`src/rtl/pc_gen_pkg.sv`:
```
// Shared definitions for the Core101 fetch-stage PC generator.
// Holds next-PC source encodings and default reset/increment values.
package pc_gen_defs;

    typedef enum logic [1:0] {
        SRC_SEQ  = 2'd0,
        SRC_PRED = 2'd1,
        SRC_RAS  = 2'd2,
        SRC_CORR = 2'd3
    } pc_src_e;

    localparam logic [31:0] DEF_RESET_VECTOR = 32'h0000_0000;
    localparam int          DEF_INC          = 4;

    // Sources that count as a predicted (non-architectural) fetch
    function automatic logic src_is_pred(input pc_src_e src);
        return (src == SRC_PRED) || (src == SRC_RAS);
    endfunction

endpackage

```
`src/rtl/pc_gen_ras_stack.sv`:
```
// Return address stack: circular buffer with a write pointer and count.
// A push into a full stack overwrites the oldest entry and sets ovf.
module ras_stack
    import pc_gen_defs::*;
#(
    parameter int XLEN      = 32,
    parameter int RAS_DEPTH = 8
) (
    input  logic            clk,
    input  logic            rst_n,
    input  logic            push,
    input  logic            pop,
    input  logic            flush,
    input  logic [XLEN-1:0] push_data,
    output logic [XLEN-1:0] top_data,
    output logic            valid,
    output logic            ovf
);

    localparam int PW = $clog2(RAS_DEPTH);
    localparam int CW = PW + 1;
    localparam logic [CW-1:0] FULL_CNT = CW'(RAS_DEPTH);

    logic [XLEN-1:0] mem [RAS_DEPTH];
    logic [PW-1:0]   ptr;
    logic [PW-1:0]   top_idx;
    logic [CW-1:0]   count;
    logic            full;
    logic            do_pop;
    logic            do_replace;

    assign top_idx    = ptr - PW'(1);
    assign top_data   = mem[top_idx];
    assign valid      = (count != '0);
    assign full       = (count == FULL_CNT);
    assign do_pop     = pop && valid;
    assign do_replace = push && do_pop;

    // Entry storage: a pop+push pair rewrites the top slot in place
    always_ff @(posedge clk) begin
        if (rst_n && !flush && push) begin
            if (do_replace) begin
                mem[top_idx] <= push_data;
            end else begin
                mem[ptr] <= push_data;
            end
        end
    end

    // Pointer, occupancy and sticky overflow bookkeeping
    always_ff @(posedge clk) begin
        if (!rst_n) begin
            ptr   <= '0;
            count <= '0;
            ovf   <= 1'b0;
        end else if (flush) begin
            ptr   <= '0;
            count <= '0;
        end else if (do_replace) begin
            ptr   <= ptr;
            count <= count;
        end else if (push) begin
            ptr <= ptr + PW'(1);
            if (full) begin
                ovf <= 1'b1;
            end else begin
                count <= count + CW'(1);
            end
        end else if (do_pop) begin
            ptr   <= top_idx;
            count <= count - CW'(1);
        end
    end

endmodule

```
`src/rtl/pc_gen.sv`:
```
// Registered program-counter generator for the Core101 fetch stage.
// Priority: correction, RAS return, prediction, sequential.
module pc_gen
    import pc_gen_defs::*;
#(
    parameter int              XLEN         = 32,
    parameter logic [XLEN-1:0] RESET_VECTOR = XLEN'(DEF_RESET_VECTOR),
    parameter int              INC          = DEF_INC,
    parameter int              RAS_DEPTH    = 8
) (
    input  logic            clk_in,
    input  logic            rst_in,
    input  logic            pc_gen_stall_in,
    input  logic            pc_gen_correction_en_in,
    input  logic [XLEN-1:0] pc_gen_correction_in,
    input  logic            pc_gen_prediction_en_in,
    input  logic [XLEN-1:0] pc_gen_prediction_in,
    input  logic            pc_gen_call_in,
    input  logic            pc_gen_ret_in,
    output logic [XLEN-1:0] pc_gen_pc_out,
    output logic            pc_gen_pred_out,
    output logic            pc_gen_ras_valid_out,
    output logic            pc_gen_ras_ovf_out
);

    localparam logic [XLEN-1:0] INC_W = XLEN'(INC);

    logic [XLEN-1:0] pc;
    logic            pred;
    logic [XLEN-1:0] seq_pc;
    logic [XLEN-1:0] next_pc;
    logic            next_pred;
    pc_src_e         src;
    logic            load;
    logic            active;
    logic            ras_push;
    logic            ras_pop;
    logic [XLEN-1:0] ras_top;
    logic            ras_valid;
    logic            ras_ovf;

    assign seq_pc = pc + INC_W;
    assign load   = pc_gen_correction_en_in || !pc_gen_stall_in;
    assign active = !pc_gen_stall_in && !pc_gen_correction_en_in;

    // Pick the next-PC source by fixed priority
    always_comb begin
        src = SRC_SEQ;
        if (pc_gen_correction_en_in) begin
            src = SRC_CORR;
        end else if (pc_gen_ret_in && ras_valid) begin
            src = SRC_RAS;
        end else if (pc_gen_prediction_en_in) begin
            src = SRC_PRED;
        end
    end

    // Next-PC mux and predicted flag
    always_comb begin
        next_pc   = seq_pc;
        next_pred = src_is_pred(src);
        unique case (src)
            SRC_CORR: next_pc = pc_gen_correction_in;
            SRC_RAS:  next_pc = ras_top;
            SRC_PRED: next_pc = pc_gen_prediction_in;
            SRC_SEQ:  next_pc = seq_pc;
            default:  next_pc = seq_pc;
        endcase
    end

    // Call/return requests to the RAS, suppressed by stall or redirect
    always_comb begin
        ras_push = active && pc_gen_call_in;
        ras_pop  = active && pc_gen_ret_in && ras_valid;
    end

    // PC and predicted-flag registers
    always_ff @(posedge clk_in) begin
        if (!rst_in) begin
            pc   <= RESET_VECTOR;
            pred <= 1'b0;
        end else if (load) begin
            pc   <= next_pc;
            pred <= next_pred;
        end
    end

    ras_stack #(
        .XLEN      (XLEN),
        .RAS_DEPTH (RAS_DEPTH)
    ) u_ras (
        .clk       (clk_in),
        .rst_n     (rst_in),
        .push      (ras_push),
        .pop       (ras_pop),
        .flush     (pc_gen_correction_en_in),
        .push_data (seq_pc),
        .top_data  (ras_top),
        .valid     (ras_valid),
        .ovf       (ras_ovf)
    );

    assign pc_gen_pc_out        = pc;
    assign pc_gen_pred_out      = pred;
    assign pc_gen_ras_valid_out = ras_valid;
    assign pc_gen_ras_ovf_out   = ras_ovf;

endmodule

```
`config.mk`:
```
export PLATFORM = sky130hd
export DESIGN_NAME = pc_gen
export DESIGN_NICKNAME = d
export VERILOG_FILES = /design/src/rtl/pc_gen_pkg.sv /design/src/rtl/pc_gen_ras_stack.sv /design/src/rtl/pc_gen.sv
export SDC_FILE = /design/constraint.sdc
export NUM_CORES = 1
export LEC_CHECK = 0
export CORE_ASPECT_RATIO = 1.5
export CORE_MARGIN = 4
export CORE_UTILIZATION = 58
export CTS_CLUSTER_SIZE = 25
export DETAILED_ROUTE_END_ITERATION = 10
export PLACE_DENSITY_LB_ADDON = 0.12
export SLEW_MARGIN = 20
export SYNTH_ARGS = -nofsm -noshare
export SYNTH_HDL_FRONTEND = slang
export SYNTH_SLANG_ARGS = --single-unit
```
`constraint.sdc`:
```
create_clock -name clk_in -period 5.6 [get_ports clk_in]
set_clock_uncertainty 0.05 [all_clocks]
set_input_delay 0.56 -clock clk_in [delete_from_list [all_inputs] [get_ports clk_in]]
set_output_delay 0.56 -clock clk_in [all_outputs]
set_load 0.01 [all_outputs]
```
==> impl_summary.md <==
Die
Measured along the x axis, the die boundary spans 131 um. The number of rows in the core area is 67. The floorplan step defined a die boundary enclosing roughly 0.025 mm^2.

Pin placement for this block handled 106 I/O pins. The total area inside the core boundary comes to about 0.022 mm^2. The effective utilization at floorplan is 58.9%. The vertical die dimension is roughly 190 um.

Synth
The number of nets produced by synthesis is between 1000 and 1500. For this run, the number of Yosys warnings is 0. The async set or reset register ratio after synthesis is 0%. The number of different library cells used by synthesis comes to 67.

In the post-synthesis netlist, the biggest area contributors are sky130_fd_sc_hd__edfxtp_1 59%, sky130_fd_sc_hd__mux4_2 8.2%, sky130_fd_sc_hd__dfxtp_1 6.3%. The dominant cell type by area after synthesis is sky130_fd_sc_hd__edfxtp_1. In the post-synthesis netlist, the cell with the most instances is sky130_fd_sc_hd__edfxtp_1.

The average cell area after synthesis is 14.0 um^2. The area of the mapped netlist is ~0.013 mm^2. Synthesis inferred 297 register bits. In this run, synthesis inferred roughly 260 flip-flops with an integrated enable.

Summing the sequential cell areas from Yosys gives about 65% of the chip area. The fraction of synthesized cell area taken by the top area cell type is 58.6%. Synthesis handed over a netlist of between 900 and 1000 instances. The predominant post-synthesis flop cell is sky130_fd_sc_hd__edfxtp_1. After synthesis, the most frequently instantiated cells are 256 x sky130_fd_sc_hd__edfxtp_1, 136 x sky130_fd_sc_hd__nand2_1, 48 x sky130_fd_sc_hd__mux4_2.

Finish
The filler cells instantiated in the layout total 1487. The layout cell share with drive strength beyond 1 is 13.7%. Relative to the synthesized area, the layout overhead comes to 18.0%. The final core area utilization is a little over two thirds. The finished layout cell area is between 0.015 and 0.02 mm^2. For this run, the post-layout net count is approximately 1100. 0 antenna diodes ended up in the layout.

Critical path
The startpoint of the worst register-to-register path is u_ras.ptr[0]. The data required time of the critical path is between 5 and 6 ns. The critical path is of the flip-flop to flip-flop type. The critical path starts at u_ras.ptr[0].

The worst setup path is captured at a flip-flop. The kind of launch point of the worst setup path is a flip-flop. Of all nets on the critical path, the largest fanout is 41. STA puts the critical path data arrival time at ~3.9 ns.

Clock network
Clock latency on the worst-skew pair, taken at its later pin, is 0.54 ns. The number of buffers between clock root and the deepest sink is 3. Clock tree synthesis inserted a total of 27 buffers.

The buffer count from post-CTS setup fixing is 0. The TritonCTS clock tree is built. The tree built by TritonCTS fans out to between 200 and 300 sinks. The number of hold buffers added after CTS was 0.

The clock transition at the registers of the reported paths is 0.07 ns. The cell at the root of the clock tree is sky130_fd_sc_hd__clkbuf_16. The number of H-tree levels is 1. In this run, post-CTS repair resized a total of 0 instances.

Power and ir drop
In this run the power density over the cells is around 320 mW/mm^2. The leakage power figure is 5.15 nW. The total power draw is about 5 mW.

The worst ir drop on vdd is roughly 0.29 mV.

Timing
Measured against its own limit, the worst slew margin works out to 28.1%. The achievable frequency is between 0.2 and 0.3 GHz. In the final timing run, aggregate negative setup slack is 0 ns. The period utilization is ~66%. Setup violations remaining at the end of the flow were counted as 0.

The number of max-slew violations in the final report is 0. Setup repair after global routing left no endpoint under its margin. The final hold violation count came to 0.

After layout, the minimum clock period comes to 3.72 ns. For the pin with the worst max-slew slack, the measured transition is between 1 and 1.5 ns.

Outcome
The run finished with clean final reports.

GRT
The overall fraction of global-route tracks in use is around 29%. The first global-routing pass estimated between 50 and 60 mm of wire. Entering global routing, the biggest net connects 47 pins. The number of global-route vias before repair is ~8700.

The number of antenna violations at the first check in global routing is 0. The total congestion overflow after global routing is 0.

Detailed routing
The number of vias per cell after detailed routing is between 6 and 7. In this run the remaining antenna-violating nets after routing total 0. Dividing the detail-routed wire length by the instance count gives between 20 and 30 um. The detailed router finished its first iteration with 909 violations. Summing over every cut layer, the via total after detailed routing is between 8000 and 9000. For this run, the detailed router's first-pass iteration total came to 5. The total detailed-routing wirelength is 35.9 mm.

After detailed routing, the number of remaining DRC violations is 0.

Placement
The number of buffers added on ports is 105. The placer congestion estimate is roughly 0.9. The cell area reported after detailed placement is 0.0145 mm^2. Once detailed placement completed, the half-perimeter wirelength came to 23.5 mm.

Hold path
The startpoint of the tightest hold check path is pc_gen_pred_out. The classification of the worst-slack hold path is flip-flop to flip-flop.

Run
Across the run, the number of max-cap violations was 0.
==> registers in the layout (all words and copies together) (netlist names) <==
name,count
pc_gen_pc_out,32
pc_gen_pred_out,1
u_ras.count,4
u_ras.mem,256
u_ras.ovf,1
u_ras.ptr,3
==> critical path, cell delays in order, from the launching register on <==
cell and delay, ns:
sky130_fd_sc_hd__dfxtp_4 0.63, sky130_fd_sc_hd__inv_1 0.13, sky130_fd_sc_hd__ha_1 0.30, sky130_fd_sc_hd__buf_4 0.49, sky130_fd_sc_hd__inv_1 0.39, sky130_fd_sc_hd__o22ai_1 0.34, sky130_fd_sc_hd__nor2b_4 0.59, sky130_fd_sc_hd__buf_4 0.42
==> logic make-up (layout without fill, tap and decap cells) <==
| family | after synthesis | after routing | synth area share (%) |
|---|---|---|---|
| buffers and inverters | 83 | 199 | 2.78 |
| AOI/OAI and AO/OA | 163 | 163 | 8.60 |
| muxes | 71 | 71 | 10.1 |
| xor gates and xnor gates | 27 | 27 | 1.80 |
| DFF | 297 | 297 | 64.8 |
| and+or+nand+nor | 282 | 282 | 10.7 |
| adders and majority gates | 12 | 12 | 1.20 |
==> layout make-up <==
type                            instances  area [um^2]  area share [%]
Sequential cell                       297         8510            54.9
Multi-Input combinational cell        555         4340            28.0
Timing Repair Buffer                  126         1310            8.43
Clock buffer                           32          704            4.55
Tap cell                              276          345            2.23
Clock inverter                         18          198            1.28
Inverter                               23         86.3           0.557
==> stage by stage <==
step / instances / setup slack [ns] / hold slack, ns
after floorplan: 935 / 1.38 / 0.429
after global placement: 1271 / 1.73 / 0.440
after detailed placement: 1274 / 1.69 / 0.444
after CTS: 1324 / 1.88 / 0.453
after global routing: 1327 / 1.64 / 0.485
final: 1327 / 1.88 / 0.451
==> report_power, final <==
part / leakage, nW / internal, mW / switching (mW)
Clock: 0.431 / 1.08 / 0.791
Combinational: 2.04 / 0.212 / 0.283
Sequential: 2.68 / 2.46 / 0.0616
Total: 5.15 / 3.76 / 1.14
==> routing by layer <==
metal | vias to the layer above | GRT usage, % | wire length (um)
met3 | 102 | 3.30 | 2530
met1 | 4406 | 37.3 | 13500
met4 | 0 | 11.4 | 1600
met2 | 488 | 49.0 | 18300
met5 | - | 0 | 0
li1 | 3827 | - | -
==> final timing paths <==
check	to	slack, ns	depth (start not counted)
setup / recovery	u_ras.mem[0][31]	1.88	7
hold / removal	pc_gen_pred_out	0.45	2
setup reg to reg	u_ras.mem[0][31]	1.88	7
hold reg to reg	pc_gen_pred_out	0.45	2
==> placed cells by master, fill, tap and decap left out, drive strengths merged, types with 13 or more instances in the layout <==
cell type	netlist	final
nand3	29	29
mux2i	15	15
xnor2	16	16
clkbuf	33	32
buf	27	21
dfxtp	41	41
nor2	17	17
o21ai	37	37
edfxtp	256	256
nand2	136	136
a21oi	32	32
clkdlybuf4s50	0	105
inv	22	23
or3	13	13
mux4	48	48
nor3	13	13
a221oi	25	25
Power figures use the tool's default switching activity.
